## config.mk

```make
export PLATFORM = sky130hd
export DESIGN_NAME = display_bitplane_scanner
export DESIGN_NICKNAME = d
export VERILOG_FILES = /design/src/rtl/display_bitplane_scanner.sv
export SDC_FILE = /design/constraint.sdc
export NUM_CORES = 1
export LEC_CHECK = 0
export CAP_MARGIN = 30
export CELL_PAD_IN_SITES_DETAIL_PLACEMENT = 0
export CELL_PAD_IN_SITES_GLOBAL_PLACEMENT = 1
export CORE_ASPECT_RATIO = 1.5
export CORE_MARGIN = 2
export CORE_UTILIZATION = 34
export DETAILED_ROUTE_END_ITERATION = 10
export PLACE_DENSITY_LB_ADDON = 0.12
export SLEW_MARGIN = 5
export SYNTH_ARGS = -nofsm -noshare
export SYNTH_HDL_FRONTEND = slang
export SYNTH_SLANG_ARGS = --single-unit
```

## constraint.sdc

```tcl
create_clock -name clk -period 3.4 [get_ports clk]
set_input_delay 0.34 -clock clk [delete_from_list [all_inputs] [get_ports clk]]
set_output_delay 0.34 -clock clk [all_outputs]
set_load 0.1 [all_outputs]
```

## src/rtl/display_bitplane_scanner.sv

```systemverilog
// ---------------------------------------------------------------------------
// display_bitplane_scanner
//
// Reads one row of encoded pixels (cpixel words) from a line buffer and
// drives it to an LED panel as binary-coded-modulation bit-planes, LSB
// plane first. For every plane the row is shifted out serially (one column
// per sclk), latched into the panel, and then shown with the LEDs unblanked
// for basecycles<<plane clock cycles.
//
// Parameters
//   segments   panel segments driven in parallel (one pixel per segment per word)
//   cyclewidth bits per colour channel, equal to the number of bit-planes
//   columns    pixels per row (>= 1)
//   basecycles SHOW length of plane 0 in clock cycles (>= 1)
//
// Ports
//   clk      in   system clock
//   rst      in   synchronous reset, active-high; aborts any scan in progress
//   start    in   begin scanning a row; only looked at while idle
//   busy     out  high from the cycle after an accepted start until done
//   done     out  one-cycle pulse when the last plane's SHOW period ends
//   rd_addr  out  line buffer column address (registered)
//   rd_data  in   cpixel word, valid one cycle after rd_addr
//   rgb      out  serial data, bit s*3+{2,1,0} = segment s {R,G,B}
//   sclk     out  shift strobe, high for one cycle while rgb is valid
//   latch    out  one-cycle latch strobe after the last sclk of a plane
//   blank    out  1 = LEDs off
//   plane    out  current bit-plane index
// ---------------------------------------------------------------------------
module display_bitplane_scanner #(
  parameter int segments   = 2,
  parameter int cyclewidth = 10,
  parameter int columns    = 64,
  parameter int basecycles = 1,
  localparam int aw = (columns > 1) ? $clog2(columns) : 1,
  localparam int pw = (cyclewidth > 1) ? $clog2(cyclewidth) : 1,
  localparam int dw = segments * 3 * cyclewidth
) (
  input  logic          clk,
  input  logic          rst,
  input  logic          start,
  output logic          busy,
  output logic          done,
  output logic [aw-1:0] rd_addr,
  input  logic [dw-1:0] rd_data,
  output logic [segments*3-1:0] rgb,
  output logic          sclk,
  output logic          latch,
  output logic          blank,
  output logic [pw-1:0] plane
);

  // SHOW counter is wide enough for basecycles << (cyclewidth-1) so it
  // never wraps, even on the longest plane.
  localparam int sw = cyclewidth + $clog2(basecycles + 1);

  localparam logic [aw-1:0] last_col   = aw'(columns - 1);
  localparam logic [pw-1:0] last_plane = pw'(cyclewidth - 1);

  typedef enum logic [2:0] {
    S_IDLE   = 3'd0,
    S_SHIFT  = 3'd1,
    S_DRAIN0 = 3'd2,
    S_DRAIN1 = 3'd3,
    S_LATCH  = 3'd4,
    S_SHOW   = 3'd5
  } state_t;

  state_t state;
  state_t next_state;

  logic [sw-1:0] show_cnt;
  logic [sw-1:0] show_len;
  logic          shift_valid;

  logic          busy_next;
  logic          done_next;
  logic          blank_next;
  logic          latch_next;
  logic [aw-1:0] rd_addr_next;
  logic [pw-1:0] plane_next;
  logic [segments*3-1:0] rgb_pick;

  // ------------------------------------------------------------------------
  // FSM state register
  // ------------------------------------------------------------------------
  always_ff @(posedge clk) begin
    if (rst) begin
      state <= S_IDLE;
    end else begin
      state <= next_state;
    end
  end

  // ------------------------------------------------------------------------
  // FSM next-state logic
  // SHIFT covers the address phase only; the two DRAIN states let the last
  // column travel through the read latency and the rgb register before the
  // latch strobe.
  // ------------------------------------------------------------------------
  always_comb begin
    next_state = state;
    case (state)
      S_IDLE: begin
        if (start) begin
          next_state = S_SHIFT;
        end else begin
          next_state = S_IDLE;
        end
      end
      S_SHIFT: begin
        if (rd_addr == last_col) begin
          next_state = S_DRAIN0;
        end else begin
          next_state = S_SHIFT;
        end
      end
      S_DRAIN0: next_state = S_DRAIN1;
      S_DRAIN1: next_state = S_LATCH;
      S_LATCH:  next_state = S_SHOW;
      S_SHOW: begin
        if (show_cnt == '0) begin
          if (plane == last_plane) begin
            next_state = S_IDLE;
          end else begin
            next_state = S_SHIFT;
          end
        end else begin
          next_state = S_SHOW;
        end
      end
      default: next_state = S_IDLE;
    endcase
  end

  // ------------------------------------------------------------------------
  // FSM output logic: next values for the registered panel/control outputs
  // are derived from the upcoming state so every output changes together
  // with the state it describes.
  // ------------------------------------------------------------------------
  always_comb begin
    busy_next    = (next_state != S_IDLE);
    blank_next   = (next_state != S_SHOW);
    latch_next   = (next_state == S_LATCH);
    done_next    = (state == S_SHOW) && (next_state == S_IDLE);
    rd_addr_next = rd_addr;
    plane_next   = plane;

    // Column address: restart at 0 on every entry to SHIFT, step while in it.
    if ((next_state == S_SHIFT) && (state != S_SHIFT)) begin
      rd_addr_next = '0;
    end else if ((state == S_SHIFT) && (next_state == S_SHIFT)) begin
      rd_addr_next = rd_addr + aw'(1);
    end else begin
      rd_addr_next = rd_addr;
    end

    // Plane index: cleared on an accepted start, advanced after each SHOW
    // except the last one.
    if ((state == S_IDLE) && (next_state == S_SHIFT)) begin
      plane_next = '0;
    end else if ((state == S_SHOW) && (next_state == S_SHIFT)) begin
      plane_next = plane + pw'(1);
    end else begin
      plane_next = plane;
    end
  end

  // ------------------------------------------------------------------------
  // Registered control outputs
  // ------------------------------------------------------------------------
  always_ff @(posedge clk) begin
    if (rst) begin
      busy    <= 1'b0;
      done    <= 1'b0;
      blank   <= 1'b1;
      latch   <= 1'b0;
      rd_addr <= '0;
      plane   <= '0;
    end else begin
      busy    <= busy_next;
      done    <= done_next;
      blank   <= blank_next;
      latch   <= latch_next;
      rd_addr <= rd_addr_next;
      plane   <= plane_next;
    end
  end

  // ------------------------------------------------------------------------
  // SHOW length for the current plane (basecycles weighted by 2^plane)
  // ------------------------------------------------------------------------
  always_comb begin
    show_len = sw'(basecycles) << plane;
  end

  // ------------------------------------------------------------------------
  // SHOW down-counter: loaded during LATCH, reaches 0 on the last SHOW cycle
  // ------------------------------------------------------------------------
  always_ff @(posedge clk) begin
    if (rst) begin
      show_cnt <= '0;
    end else if (state == S_LATCH) begin
      show_cnt <= show_len - sw'(1);
    end else if ((state == S_SHOW) && (show_cnt != '0)) begin
      show_cnt <= show_cnt - sw'(1);
    end else begin
      show_cnt <= show_cnt;
    end
  end

  // ------------------------------------------------------------------------
  // Bit selection: bit[plane] of every channel in the returned cpixel word.
  // Channel index c = 2/1/0 selects R/G/B, R sitting in the top third of
  // each segment's slice.
  // ------------------------------------------------------------------------
  always_comb begin
    logic [cyclewidth-1:0] chan;
    rgb_pick = '0;
    chan     = '0;
    for (int s = 0; s < segments; s++) begin
      for (int c = 0; c < 3; c++) begin
        chan = rd_data[(s*3 + c)*cyclewidth +: cyclewidth];
        rgb_pick[s*3 + c] = chan[plane];
      end
    end
  end

  // ------------------------------------------------------------------------
  // Shift pipeline: shift_valid marks the cycle in which rd_data belongs to
  // a SHIFT address; rgb/sclk are registered from it one cycle later.
  // ------------------------------------------------------------------------
  always_ff @(posedge clk) begin
    if (rst) begin
      shift_valid <= 1'b0;
      sclk        <= 1'b0;
      rgb         <= '0;
    end else begin
      shift_valid <= (state == S_SHIFT);
      sclk        <= shift_valid;
      if (shift_valid) begin
        rgb <= rgb_pick;
      end else begin
        rgb <= '0;
      end
    end
  end

endmodule

```

# Yosys cells after proc, flatten, opt, wreduce, memory -nomap -nowiden
# Index checks and enable logic that the tools add are counted.
[word_totals]
romBits = 0
ramBits = 0
regBits = 36
latch_bits = 0
out_inout_bits = 21
n_memories = 0
word_cells = 63
[classes]
muxes = 19
div_mod_pow = 0
n_reduce_logical = 15
bitwise = 1
addsub = 4
shifts = 1
eq_ne = 11
order_cmp = 1
n_mul = 0
[op_table]
columns = ["op", "count"]
rows = [
  ["binary-select mux 1 bit (select 4 bit)", 6],
  ["two-way mux 11 bit", 2],
  ["subtractor 11 x 1 -> 11 bit, second input constant", 2],
  ["one-hot mux 3 bit (6 select lines)", 1],
  ["zero test 11 bit", 1],
  ["nonzero test 11 bit", 1],
  ["left shift 1 x 4 -> 11 bit, first input constant", 1],
  ["equality test 3 bit, second input constant", 3],
  ["two-way mux 1 bit", 8],
  ["adder 6 x 1 -> 6 bit, second input constant", 1],
  ["equality test 3 x 1 -> 1 bit, second input constant", 2],
  ["equality test 3 x 2 -> 1 bit, second input constant", 2],
  ["equality test 6 bit, second input constant", 1],
  ["logical AND 1 bit", 6],
  ["zero test 3 bit", 2],
  ["OR reduction 2 bit", 3],
  ["< comparator 4 x 5 -> 1 bit, second input constant", 1],
  ["adder 4 x 1 -> 4 bit, second input constant", 1],
  ["equality test 4 bit, second input constant", 1],
  ["two-way mux 3 bit", 1],
  ["!= test 3 x 1 -> 1 bit, second input constant", 1],
  ["!= test 3 bit, second input constant", 1],
  ["nonzero test 3 bit", 1],
  ["two-way mux 2 bit", 1],
  ["2 further kinds", 2],
]

# Depth between registers and ports, before layout
# Gate-level depths: netlist (run 1).
[logic_depth]
ltp_word = 7
ltp_mapped = 13

# Worst setup path before layout (run 1)
# No wires, ideal clock.
[synth_path]
kind = "register to register"
startpoint = "register plane[0]"
endpoint = "register show_cnt[8]"
arrival_ps = 3444
synth_period_minus_slack_ps = 3574
setup_ps = 130
t_required_ps = 3270
slack_ps = -174
path_stages_with_launch = 13
cell_sequence = "dfxtp_1 > buf_4 > buf_2 > inv_1 > ha_1 > clkbuf_1 > and3_1 > a21oi_1 > ha_1 > inv_1 > or3_1 > a221oi_1 > o32ai_1"
[synth_between]
elab_chain_len = 3
[synth_lines]
columns = ["element", "line_no", "source"]
rows = [
  ["from (decl)", "50", "output logic [pw-1:0] plane"],
  ["from (signal assigned)", "186", "plane <= plane_next;"],
  ["left shift 1 x 4 -> 11 bit", "194", "show_len = sw'(basecycles) << plane;"],
  ["subtractor 11 x 1 -> 11 bit", "204", "show_cnt <= show_len - sw'(1);"],
  ["two-way mux 11 bit", "203", "end else if (state == S_LATCH) begin"],
  ["to (signal assigned)", "204", ""],
  ["to (signal assigned)", "206", "show_cnt <= show_cnt - sw'(1);"],
  ["to (signal assigned)", "208", "show_cnt <= show_cnt;"],
  ["to (decl)", "72", "logic [sw-1:0] show_cnt;"],
]
# Every way passes these cells.
# A chain may end at the register's enable or synchronous reset.

# Final worst setup path (run 1)
[layout_path]
startpoint = "register plane[3]"
endpoint = "register show_cnt[8]"
# Same word-level chain as after synthesis.

==> results of run 1 <==
cell usage in the layout (no fill, tap or decap), types with 7 or more instances in the layout:
master and instances:
nor3_1 7, dfxtp_1 35, buf_4 11, mux2i_1 17, ha_1 8, mux4_2 12, inv_1 8, o21ai_0 10
nand2_1 23, nor2_1 18, clkdlybuf4s50_1 79, a21oi_1 21, o22ai_1 8, and2_1 8, nand3_1 16
where the power goes:
group / internal [mW] / total [mW] / switching [mW] / leakage [nW]
logic: 0.103 / 0.193 / 0.0895 / 0.954
clock network: 0.273 / 0.460 / 0.187 / 0.0660
registers: 0.430 / 0.439 / 0.00943 / 0.292
sequential cells by signal (all words and copies together) (netlist names):
name	flops
show_cnt	11
rd_addr	6
rgb	6
plane	4
state	3
blank	1
busy	1
done	1
latch	1
sclk	1
shift_valid	1
tightest hold or removal path, stage by stage (launching register included):
cell	delay [ps]
dfxtp_1	330
nand2_1	60
a21oi_1	60
metal layers:
layer | vias up | share of wire | GRT usage
li1 | 1250 | - | -
met2 | 88 | 0.55 | 0.374
met3 | 20 | 0.055 | 0.0491
met4 | 0 | 0.038 | 0.0830
met5 | - | 0 | 0
met1 | 1208 | 0.36 | 0.230
path summary, 6_finish.rpt:
kind | startpoint | to | cells past startpoint
setup / recovery | plane[3]$_SDFFE_PP0P_ | show_cnt[8]$_SDFFE_PP0P_ | 8
hold / removal | show_cnt[0]$_SDFFE_PP0P_ | show_cnt[0]$_SDFFE_PP0P_ | 2
setup reg to reg | plane[3]$_SDFFE_PP0P_ | show_cnt[8]$_SDFFE_PP0P_ | 8
hold reg to reg | show_cnt[0]$_SDFFE_PP0P_ | show_cnt[0]$_SDFFE_PP0P_ | 2
cell families after synthesis:
kind of cell	Yosys count	share of synthesized area
simple gates	110	0.234
compound gates	75	0.204
flops	36	0.279
buf+inv	31	0.0624
mux	31	0.179
fa+ha+maj	8	0.0387
xor+xnor	1	0.00339
cell type report:
type                    count  area (µm²)
flip-flops and latches     36         722
well taps                 102         128
clock inverters             3        23.8
repair buffers             91         885
clock buffers               5         125
inverters                  10        37.5
fillers                   757        3880
multi-input cells         225        1710
==> flow_summary_export.csv, run 1 <==
group,metric,value,unit
grt,grt_pass1_vias,2793,
job,max_cap_violations,0,
detailed_routing,drcViolationCount,0,
clock_network,cts_setup_buffers,0,
yosys,ys_seq_area_frac,0.279,
yosys,synth_most_common_cell,"dfxtp_1",
final_layout,areaGrowthSynthToFinish,40.4,%
clock_network,htree_levels,2,
floorplan,ioPinCount,84,
clock_network,clockBufferDepth,2,
critical_path,critical_path_class,"flop to flop",
place,place_ws,800,ps
yosys,syn_inst,292,
timing,slew_headroom,0.333,
timing,fmax,380,MHz
timing,slew_violations,0,
critical_path,slowest_delay,760,ps
yosys,synth-edff-count,0,
detailed_routing,drt_iter0_markers,142,
critical_path,critPathLaunchType,"flop",
final_layout,layout.nets,440,
place,place_area,3470,µm²
timing,skew,9.25,ps
timing,rsz0062_at_grt,"no",
detailed_routing,ant_nets,0,
yosys,synth.largest_area_cell,"dfxtp_1",
place,globalplace.congestion,0.894,
yosys,ys.flop_type,"dfxtp_1",
place,port_buffers,83,
timing,period_needed,2630,ps
detailed_routing,routed_via_density,5.44,
clock_network,cts_tree,"built",
floorplan,core.rowCount,39,
critical_path,path_max_fanout,21,
detailed_routing,firstDrtPassIters,4,
yosys,yosysUniqueCellTypes,62,
clock_network,cts_buffers,5,
grt,grt_pass1_wl,13700,µm
pwr,irDropWorstVdd,0.000279,V
floorplan,start_util,0.344,
clock_network,clock_latency,280,ps
timing,fin_crit_sh,0.775,
yosys,synth_seq_cells,36,
critical_path,cpMaxStageDelayCell,"dfxtp_1",
yosys,yosys_warnings,0,
yosys,yosys-top-cells-count,"dfxtp_1 (36), nand2_1 (23), a21oi_1 (21), nor2_1 (19), mux2i_1 (17)",
clock_network,holdBufCountCts,0,
yosys,yosys-top-cells-area,"dfxtp_1 (28%), mux4_2 (10%), mux2i_1 (6.6%)",
critical_path,cp_top_family,"flip-flops",
clock_network,clock-root-buffer,"clkbuf_16",
final_layout,antenna_cells,0,
detailed_routing,wl,8180,µm
timing,final.setup.worst_slack,766,ps
pwr,powerDensity,301,nW/µm²
timing,fin_setup_tns,0,ps
pwr,p_leak,1.31,nW
critical_path,cp_cell_sequence,"nor2_1 -> and3_1 -> a21oi_1 -> ha_1 -> inv_1 -> or3_1 -> a221oi_1 -> o32ai_1",
timing,hold_viol,0,
clock_network,cts_resized,0,
worst_hold_path,min_path_type,"flop to flop",
yosys,syn-cell-area,2590,µm²
timing,worst_hold_slack,499,ps
grt,grt_use_total,0.210,
floorplan,core,7510,µm²
critical_path,required,3550,ps
detailed_routing,wl_per_cell,17.3,µm
timing,worst_pin_slew,998,ps
final_layout,fin_util,0.483,
floorplan,die_y,111,µm
final_layout,final_area,3630,µm²
final_layout,fin_cells,472,
grt,overflow,0,
run_status,status,"finished clean",
critical_path,worstPathArrival,2790,ps
grt,grt_max_degree,27,
yosys,yosysTopAreaCellShare,0.279,
yosys,synth_nets,363,
yosys,synthArstFlopShare,0,
place,placedCellCount,463,
pwr,total_power,1.09,mW
floorplan,fp.dieW,75.2,µm
final_layout,drive_gt1_frac,0.143,
detailed_routing,vias,2566,
clock_network,cts.sinks,36,
floorplan,die_area,8330,µm²
timing,finalSetupViolations,0,
critical_path,r2r_setup_slack,770,ps
place,hpwl,6510,µm
grt,antenna_found_initial,0,
yosys,synth.avg_cell_area,8.86,µm²
critical_path,setup.worst_path.end_class,"flop",
clock_network,clk_pin_slew,60,ps
critical_path,path_buf_inv,1,
Note: power is estimated with default switching activity, not from simulation.
==> run 2: changes to the inputs <==
clock period = 2.6 ns   (was 3.4 ns; I/O delays follow)
==> run 2 against run 1 <==
Effect of this change: maximum frequency rose by 12%; sequential power rose by 30%; utilization rose by 0.27 points; non-clock buffer count rose by 4; critical path depth rose by 1; clock skew fell by 4.9 ps; worst hold slack improved by 5.3 ps; clock-buffer cell count rose by 2; worst setup slack got worse by 510 ps; first-iteration DRC count rose by 4.9%; die area did not move; via count rose by 0.16%; highest routed layer unchanged.
==> flow_summary_export.csv, run 2 (synthesis gave the netlist of run 1 again) <==
group,metric,value,unit
clock_network,htree_levels,2,
final_layout,regMostFlops,"show_cnt",
grt,overflow,0,
final_layout,reg_top3,"show_cnt (11), rd_addr (6), rgb (6)",
final_layout,layout.nets,444,
final_layout,largest_reg_flops,11,
grt,grt_max_degree,23,
timing,hold_viol,0,
place,port_buffers,83,
timing,worst_pin_slew,578,ps
place,placedCellCount,468,
timing,skew,4.33,ps
timing,slew_violations,0,
final_layout,antenna_cells,0,
timing,period_needed,2340,ps
final_layout,drive_gt1_frac,0.219,
detailed_routing,vias,2570,
final_layout,fin_util,0.486,
worst_hold_path,min_path_type,"flop to flop",
pwr,powerDensity,402,nW/µm²
worst_hold_path,min_from,"show_cnt[0]$_SDFFE_PP0P_",
place,globalplace.congestion,0.933,
timing,rsz0062_at_grt,"no",
detailed_routing,wl_met3,437,µm
place,place_ws,257,ps
clock_network,clock-root-buffer,"clkbuf_16",
critical_path,critical_path_class,"flop to flop",
clock_network,cts_tree,"built",
clock_network,cts_resized,0,
final_layout,fin_cells,476,
critical_path,worstPathArrival,2510,ps
clock_network,cts_setup_buffers,0,
final_layout,layout_commonest_cell,"clkdlybuf4s50_1",
detailed_routing,dr.max_layer_used,"met4",
place,place_area,3490,µm²
place,hpwl,6720,µm
floorplan,ioPinCount,84,
grt,grt_pass1_vias,2718,
timing,fin_crit_sh,0.901,
pwr,p_leak,1.38,nW
clock_network,cts_buffers,5,
run_status,status,"finished clean",
critical_path,r2r_setup_slack,260,ps
clock_network,holdBufCountCts,0,
critical_path,r2r-start,"plane[1]$_SDFFE_PP0P_",
floorplan,start_util,0.344,
job,max_cap_violations,0,
critical_path,critPathLaunchType,"flop",
clock_network,clk_pin_slew,60,ps
pwr,irDropWorstVdd,0.000287,V
timing,final.setup.worst_slack,257,ps
worst_hold_path,min_to,"show_cnt[0]$_SDFFE_PP0P_",
floorplan,die_area,8330,µm²
floorplan,die_y,111,µm
critical_path,worst_r2r_path_depth,9,
detailed_routing,routed_via_density,5.40,
detailed_routing,wl_met2,4480,µm
detailed_routing,drcViolationCount,0,
clock_network,clock_latency,280,ps
clock_network,clockBufferDepth,2,
timing,slew_headroom,0.613,
final_layout,fillers,778,
detailed_routing,firstDrtPassIters,5,
detailed_routing,wl,8390,µm
critical_path,worst_r2r_endpoint,"show_cnt[8]$_SDFFE_PP0P_",
grt,grt_pass1_wl,13800,µm
final_layout,areaGrowthSynthToFinish,41.2,%
final_layout,final_area,3650,µm²
timing,worst_hold_slack,504,ps
timing,fmax,427,MHz
critical_path,setup.worst_path.end_class,"flop",
detailed_routing,wl_per_cell,17.6,µm
worst_hold_path,hold_depth,2,
grt,grt_use_total,0.216,
detailed_routing,wl_met1,3080,µm
final_layout,most-common-layout-cells,"clkdlybuf4s50_1 (62), buf_4 (33), dfxtp_1 (32), nand2_1 (23), a21oi_1 (20)",
detailed_routing,ant_nets,0,
grt,antenna_found_initial,0,
floorplan,core,7510,µm²
floorplan,fp.dieW,75.2,µm
detailed_routing,drt_iter0_markers,149,
floorplan,core.rowCount,39,
critical_path,required,2760,ps
critical_path,path_max_fanout,17,
clock_network,cts.sinks,36,
timing,finalSetupViolations,0,
## run 2: worst max-delay path by stage
| stage | slack (ps) | endpoint | startpoint |
|---|---|---|---|
| floorplan | -20 | show_cnt[8]$_SDFFE_PP0P_ | plane[0]$_SDFFE_PP0P_ |
| global placement | 300 | show_cnt[8]$_SDFFE_PP0P_ | plane[1]$_SDFFE_PP0P_ |
| detailed placement | 260 | show_cnt[8]$_SDFFE_PP0P_ | plane[1]$_SDFFE_PP0P_ |
| CTS | 240 | show_cnt[8]$_SDFFE_PP0P_ | plane[1]$_SDFFE_PP0P_ |
| global route | 80 | show_cnt[8]$_SDFFE_PP0P_ | plane[1]$_SDFFE_PP0P_ |
| finish | 260 | show_cnt[8]$_SDFFE_PP0P_ | plane[1]$_SDFFE_PP0P_ |
## run 2: stage by stage
stage               TNS, ps  power, mW
global placement          0      0.836
finish                    0       1.47
detailed placement        0      0.837
global route              0       1.52
CTS                       0       1.48
floorplan             -15.4      0.710
## run 2: routing by layer
| layer | GRT usage | up-vias |
|---|---|---|
| li1 | - | 1258 |
| met1 | 0.236 | 1191 |
| met2 | 0.377 | 97 |
| met3 | 0.0500 | 24 |
| met4 | 0.105 | 0 |
| met5 | 0 | - |
## run 2: final cells by class
class,instances,area [µm²],share of cell area
tap,102,128,0.0349
timing repair buffer,95,868,0.238
inverter,10,37.5,0.0103
clock buffer,7,154,0.0421
clock inverter,1,5.00,0.00137
multi-input combinational,225,1730,0.473
sequential,36,731,0.200
## run 2: critical path, stage by stage (launching register included)
cell      delay, ps
dfxtp_4         470
inv_1           130
ha_1            280
and3_1          180
a21oi_1         120
ha_2            270
inv_2            60
or3_1           360
a221oi_2        240
o32ai_1         120
## run 2: power breakdown
part	total, mW	switching [mW]	internal (mW)
clock network	0.644	0.232	0.412
logic	0.252	0.118	0.134
registers	0.572	0.0121	0.560
total	1.47	0.362	1.11
